===== src/rtl/fetch_pkg.sv =====
// fetch_pkg -- shared definitions for the fetch queue.
//
// Entry layout: an entry is stored as one packed word {rm0, instruction},
// rm0 (the PC) in the upper half and the instruction in the lower half.
// fetch_entry_t spells out that layout for the default word size; the
// parameterised RTL packs and unpacks with the same field order.
//
// Optional feature macro: FETCH_QUEUE_BYPASS_EN (see fetch_queue.sv).
package fetch_pkg;

  localparam int DEFAULT_WORD_SIZE = 32;
  localparam int DEFAULT_DEPTH     = 4;
  localparam int ENTRY_FIELDS      = 2;

  typedef struct packed {
    logic [DEFAULT_WORD_SIZE-1:0] rm0;
    logic [DEFAULT_WORD_SIZE-1:0] instruction;
  } fetch_entry_t;

endpackage : fetch_pkg


===== src/rtl/fetch_queue_ram.sv =====
// fetch_queue_ram -- DEPTH x (ENTRY_FIELDS*WORD_SIZE) storage for the fetch queue.
//
// Ports:
//   clk    in   write clock, written on the falling edge
//   we     in   write enable
//   waddr  in   write address
//   wdata  in   packed entry {rm0, instruction}
//   raddr  in   read address
//   rdata  out  packed entry at raddr, asynchronous read
//
// The array has no reset; the queue masks its outputs while empty.
module fetch_queue_ram
  import fetch_pkg::*;
#(
  parameter int WORD_SIZE = DEFAULT_WORD_SIZE,
  parameter int DEPTH     = DEFAULT_DEPTH
) (
  input  logic                              clk,
  input  logic                              we,
  input  logic [$clog2(DEPTH)-1:0]          waddr,
  input  logic [ENTRY_FIELDS*WORD_SIZE-1:0] wdata,
  input  logic [$clog2(DEPTH)-1:0]          raddr,
  output logic [ENTRY_FIELDS*WORD_SIZE-1:0] rdata
);

  logic [ENTRY_FIELDS*WORD_SIZE-1:0] mem_q [DEPTH];

  always_ff @(negedge clk) begin
    if (we) begin
      mem_q[waddr] <= wdata;
    end
  end

  assign rdata = mem_q[raddr];

endmodule : fetch_queue_ram


===== src/rtl/fetch_queue.sv =====
// fetch_queue -- instruction fetch queue between fetch and decode.
//
// All state updates on the falling edge of clk. rst is synchronous,
// active-high and beats flush; flush beats push and pop.
//
// Ports:
//   clk              in   clock (falling-edge active)
//   rst              in   synchronous active-high reset
//   flush            in   discard all entries (branch redirect)
//   in_valid         in   fetch presents an entry
//   in_ready         out  queue can accept an entry (count < DEPTH)
//   rm0_in           in   PC of the fetched instruction
//   instruction_in   in   fetched instruction
//   out_valid        out  head entry valid for decode
//   out_ready        in   decode consumes the head entry
//   rm0_out          out  head PC, zero when empty
//   instruction_out  out  head instruction, zero when empty
//   count            out  current occupancy
//
// Macro FETCH_QUEUE_BYPASS_EN: when defined, an entry arriving at an empty
// queue is presented on the outputs in the same cycle; if decode takes it
// right away it is never written into storage.
module fetch_queue
  import fetch_pkg::*;
#(
  parameter int WORD_SIZE = DEFAULT_WORD_SIZE,
  parameter int DEPTH     = DEFAULT_DEPTH
) (
  input  logic                     clk,
  input  logic                     rst,
  input  logic                     flush,
  input  logic                     in_valid,
  output logic                     in_ready,
  input  logic [WORD_SIZE-1:0]     rm0_in,
  input  logic [WORD_SIZE-1:0]     instruction_in,
  output logic                     out_valid,
  input  logic                     out_ready,
  output logic [WORD_SIZE-1:0]     rm0_out,
  output logic [WORD_SIZE-1:0]     instruction_out,
  output logic [$clog2(DEPTH):0]   count
);

  localparam int PW = $clog2(DEPTH);
  localparam int CW = PW + 1;
  localparam int EW = ENTRY_FIELDS * WORD_SIZE;
  localparam logic [CW-1:0] DEPTH_C = CW'(DEPTH);

  logic [PW-1:0] wr_ptr_q, wr_ptr_d;
  logic [PW-1:0] rd_ptr_q, rd_ptr_d;
  logic [CW-1:0] count_q, count_d;

  logic          empty;
  logic          push_st;
  logic          pop_st;
  logic          bypass_take;
  logic [EW-1:0] wr_entry;
  logic [EW-1:0] rd_entry;
  logic [WORD_SIZE-1:0] head_rm0;
  logic [WORD_SIZE-1:0] head_instr;

  fetch_queue_ram #(
    .WORD_SIZE (WORD_SIZE),
    .DEPTH     (DEPTH)
  ) u_ram (
    .clk   (clk),
    .we    (push_st),
    .waddr (wr_ptr_q),
    .wdata (wr_entry),
    .raddr (rd_ptr_q),
    .rdata (rd_entry)
  );

  assign wr_entry = {rm0_in, instruction_in};
  assign empty    = (count_q == '0);
  assign in_ready = (count_q < DEPTH_C);
  assign count    = count_q;

  // Stored head, forced to zero while nothing is stored.
  assign head_rm0   = empty ? '0 : rd_entry[EW-1:WORD_SIZE];
  assign head_instr = empty ? '0 : rd_entry[WORD_SIZE-1:0];

`ifdef FETCH_QUEUE_BYPASS_EN
  logic bypass_act;
  assign bypass_act      = empty && in_valid && !flush;
  assign bypass_take     = bypass_act && out_ready;
  assign out_valid       = !empty || bypass_act;
  assign rm0_out         = bypass_act ? rm0_in : head_rm0;
  assign instruction_out = bypass_act ? instruction_in : head_instr;
`else
  assign bypass_take     = 1'b0;
  assign out_valid       = !empty;
  assign rm0_out         = head_rm0;
  assign instruction_out = head_instr;
`endif

  // A bypassed entry consumed by decode in the same cycle is never stored.
  assign push_st = in_valid && in_ready && !flush && !bypass_take;
  assign pop_st  = !empty && out_ready && !flush;

  always_comb begin
    wr_ptr_d = wr_ptr_q;
    rd_ptr_d = rd_ptr_q;
    count_d  = count_q;
    if (flush) begin
      wr_ptr_d = '0;
      rd_ptr_d = '0;
      count_d  = '0;
    end else begin
      // DEPTH is a power of two, so the pointer increment wraps by itself.
      if (push_st) wr_ptr_d = wr_ptr_q + PW'(1);
      if (pop_st)  rd_ptr_d = rd_ptr_q + PW'(1);
      case ({push_st, pop_st})
        2'b10:   count_d = count_q + CW'(1);
        2'b01:   count_d = count_q - CW'(1);
        default: count_d = count_q;
      endcase
    end
  end

  always_ff @(negedge clk) begin
    if (rst) begin
      wr_ptr_q <= '0;
      rd_ptr_q <= '0;
      count_q  <= '0;
    end else begin
      wr_ptr_q <= wr_ptr_d;
      rd_ptr_q <= rd_ptr_d;
      count_q  <= count_d;
    end
  end

endmodule : fetch_queue


===== config.mk =====
export PLATFORM = sky130hd
export DESIGN_NAME = fetch_queue
export DESIGN_NICKNAME = d
export VERILOG_FILES = /design/src/rtl/fetch_pkg.sv /design/src/rtl/fetch_queue_ram.sv /design/src/rtl/fetch_queue.sv
export SDC_FILE = /design/constraint.sdc
export NUM_CORES = 1
export LEC_CHECK = 0
export CORE_MARGIN = 2
export CORE_UTILIZATION = 40
export CTS_CLUSTER_DIAMETER = 200
export DETAILED_ROUTE_END_ITERATION = 8
export REMOVE_ABC_BUFFERS = 1
export SYNTH_ARGS = -nofsm -noshare
export SYNTH_HDL_FRONTEND = slang
export SYNTH_HIERARCHICAL = 1
export SYNTH_SLANG_ARGS = --single-unit

===== constraint.sdc =====
create_clock -name clk -period 14.5 [get_ports clk]
set_input_delay 1.45 -clock clk [delete_from_list [all_inputs] [get_ports clk]]
set_output_delay 1.45 -clock clk [all_outputs]
set_load 0.005 [all_outputs]

==> results.py <==
metrics = {
    "final_layout": {
        "regArea_um2": 7840,
        "fin_nets": 934,
        "area_delta_synth_final_pct": 34.3,
        "num-fill-cells": 2115,
        "multi_input_area_um2": 2090,
        "post_route_cells_drive_above_1_share_pct": 13.0,
        "antenna_cells": 0,
    },
    "route": {
        "wl_um": 20200,
        "dr_total_vias": 5673,
        "wl_per_cell_um": 16.7,
        "drtIter0Drc": 179,
        "drt-pass1-iter-count": 4,
        "drc": 0,
        "ant_nets": 0,
        "avgViaCountPerCell": 4.69,
    },
    "sta": {
        "slew_viol_final": 0,
        "relSlewSlack_pct": 28.8,
        "finalHoldViolCount": 0,
        "worst_slack_ns": 2.51,
        "rsz0062_at_grt": "false",
        "setup_tns_ns": 0,
        "worst_pin_slew_ns": 1.07,
        "setup_viol": 0,
        "fin_skew_ns": 0.0170,
    },
    "floorplanning": {
        "initial_utilization_pct": 40.5,
        "die_h_um": 163,
        "die_area_um2": 26700,
        "die_width_um": 163,
        "core_um2": 25100,
        "placementRows": 58,
        "io-pin-count": 138,
    },
    "power_and_ir_drop": {
        "p_sw_uw": 478,
        "p_per_area_nw_per_um2": 138,
        "p_seq_share_pct": 45.5,
        "ir_drop_mv": 0.0789,
        "power_mw": 1.89,
        "cellInternalPower_mw": 1.41,
        "switching_share_pct": 25.3,
        "p_comb_share_pct": 3.7,
        "p_leak_nw": 5.40,
        "clock_power_share_pct": 50.9,
    },
    "clock_network": {
        "root_buffer": "clkbuf_16",
        "cts_tree": "yes",
        "cts_resized": 0,
        "htree_levels": 1,
        "clockBufferDepth": 3,
        "post_cts_buffers": 0,
        "clock_latency_ns": 0.58,
        "clkSlewWorstSetupHoldPaths_ns": 0.03,
        "numCtsBuffers": 28,
        "cts-hold-fix-buffers": 0,
        "cts.sinks": 263,
    },
    "setup_path": {
        "cpLargestDelayFamily": "buffers and inverters",
        "slowest_delay_ns": 0.88,
        "crit_chain": "buf_4 > mux4_1 > and2_1 > clkdlybuf4s50_1",
        "crit_slowest_cell": "dfxtp_4",
        "critical_path_class": "reg -> out",
        "cp-end-kind": "output port",
        "required_ns": 13.05,
        "path_max_fanout": 41,
        "worstPathArrival_ns": 10.54,
        "start_kind": "flop",
        "path_buf_inv": 2,
    },
    "flow_run": {
        "max-cap-violations": 0,
    },
    "synth": {
        "yosys_most_used_dff": "edfxtp_1",
        "netlist_instances": 451,
        "ys_types": 30,
        "ys_ff_latch": 263,
        "seq_area_frac_synth_pct": 76.9,
        "avgSynthCellArea_um2": 22.6,
        "synth_edf_count": 256,
        "synth_warnings": 6,
        "syn_area_um2": 10200,
        "async_flop_share_pct": 0,
    },
    "global_route": {
        "grt_pass1_wl_um": 31700,
        "antenna_found_initial": 0,
        "grt_overflow_total": 0,
        "grt_max_degree": 66,
        "grt_use_total_pct": 15.4,
        "grt_pass1_vias": 6743,
    },
    "placed_design": {
        "place.gp.congestion": 0.735,
        "dp_slack_ns": 2.94,
        "dp.final_hpwl_um": 10600,
        "port_buffers": 137,
    },
    "worst_hold_path": {
        "hold_class": "reg -> reg",
    },
    "status": {
        "status": "finished, final reports clean",
    },
}
## through the flow
| stage | std cells | util [%] | hold WS [ns] | area (um2) |
|---|---|---|---|---|
| finish | 1210 | 54.4 | 0.607 | 13700 |
| global route | 1210 | 54.4 | 0.635 | 13700 |
| CTS | 1210 | 54.4 | 0.599 | 13700 |
| detailed placement | 902 | 46.9 | 0.593 | 11800 |
| global placement | 902 | 46.9 | 0.564 | 11800 |
| floorplan | 429 | - | 0.522 | 9930 |
## cells in the mapped netlist, types with 2 or more instances
master | instances | share of area [%]
nor2_1 | 8 | 0.30
buf_12 | 6 | 1.2
and3b_1 | 2 | 0.17
dfxtp_1 | 7 | 1.4
mux4_2 | 60 | 13
inv_1 | 6 | 0.22
buf_6 | 7 | 0.77
xor2_1 | 5 | 0.43
a21oi_1 | 2 | 0.098
buf_2 | 7 | 0.34
and2_1 | 64 | 3.9
mux4_1 | 4 | 1.0
edfxtp_1 | 256 | 76
## tightest hold or removal path: stages (launching register included)
cell     delay (ns)
dfxtp_1        0.34
a21oi_1        0.17
nor2_1         0.05
## flip-flops by register name, indices dropped and copies added (netlist names)
signal,cells
rd_ptr_q,2
u_ram/mem_q,256
wr_ptr_q,2
count,3
## kinds of logic after synthesis
kind of cell             count (synthesis)  synth area share (%)
AND/OR/NAND/NOR                         82                  4.96
adder cells (fa/ha/maj)                  2                 0.320
XOR/XNOR                                 6                 0.517
multiplexers                            64                  14.3
flip-flops                             263                  76.9
buffers and inverters                   29                  2.64
AO/OA/AOI/OAI                            5                 0.307
## layout make-up
type / count / area share (%)
well taps: 330 / 3.02
multi-input cells: 159 / 15.3
flip-flops and latches: 263 / 57.3
clock inverters: 282 / 8.67
inverters: 5 / 0.137
clock buffers: 28 / 5.13
repair buffers: 143 / 10.4
## path summary, 6_finish.rpt
check,from,slack (ns),to,depth (start not counted)
max reg2reg,count[2],12.09,u_ram/mem_q[1][39],5
max,rd_ptr_q[0],2.51,instruction_out[0],4
min,count[1],0.61,count[1],2
min reg2reg,count[1],0.61,count[1],2
## placed cells by master (no fill, tap or decap), drive strengths merged
cell / count
clkdlybuf4s50: 137
clkbuf: 28
xor2: 5
nand3: 1
clkinv: 1
o31ai: 1
dfxtp: 7
and3: 1
edfxtp: 256
or3: 1
xnor2: 1
fa: 1
nor3b: 1
a21oi: 2
ha: 1
nand3b: 1
clkinvlp: 5
bufinv: 4
and3b: 2
nor2b: 1
o311ai: 1
and2: 64
nand2b: 1
buf: 6
o21ai: 1
mux4: 64
or2: 1
nor2: 8
inv: 277
## power by group through the flow
| stage | Clock [mW] | Combinational, mW | Sequential (mW) |
|---|---|---|---|
| CTS | 1.01 | 0.0711 | 0.858 |
| global placement | 0.108 | 0.0687 | 0.866 |
| floorplan | 0.108 | 0.0238 | 0.868 |
| detailed placement | 0.108 | 0.0703 | 0.867 |
| finish | 0.961 | 0.0692 | 0.858 |
| global route | 1.10 | 0.0757 | 0.857 |
## routing by layer
metal  track usage, %  routed length [um]
met5                0                   0
met4             7.74                 305
met3             7.19                1260
met2             25.0               10300
met1             17.1                8360
No activity file was read; power rests on OpenSTA's default activity.
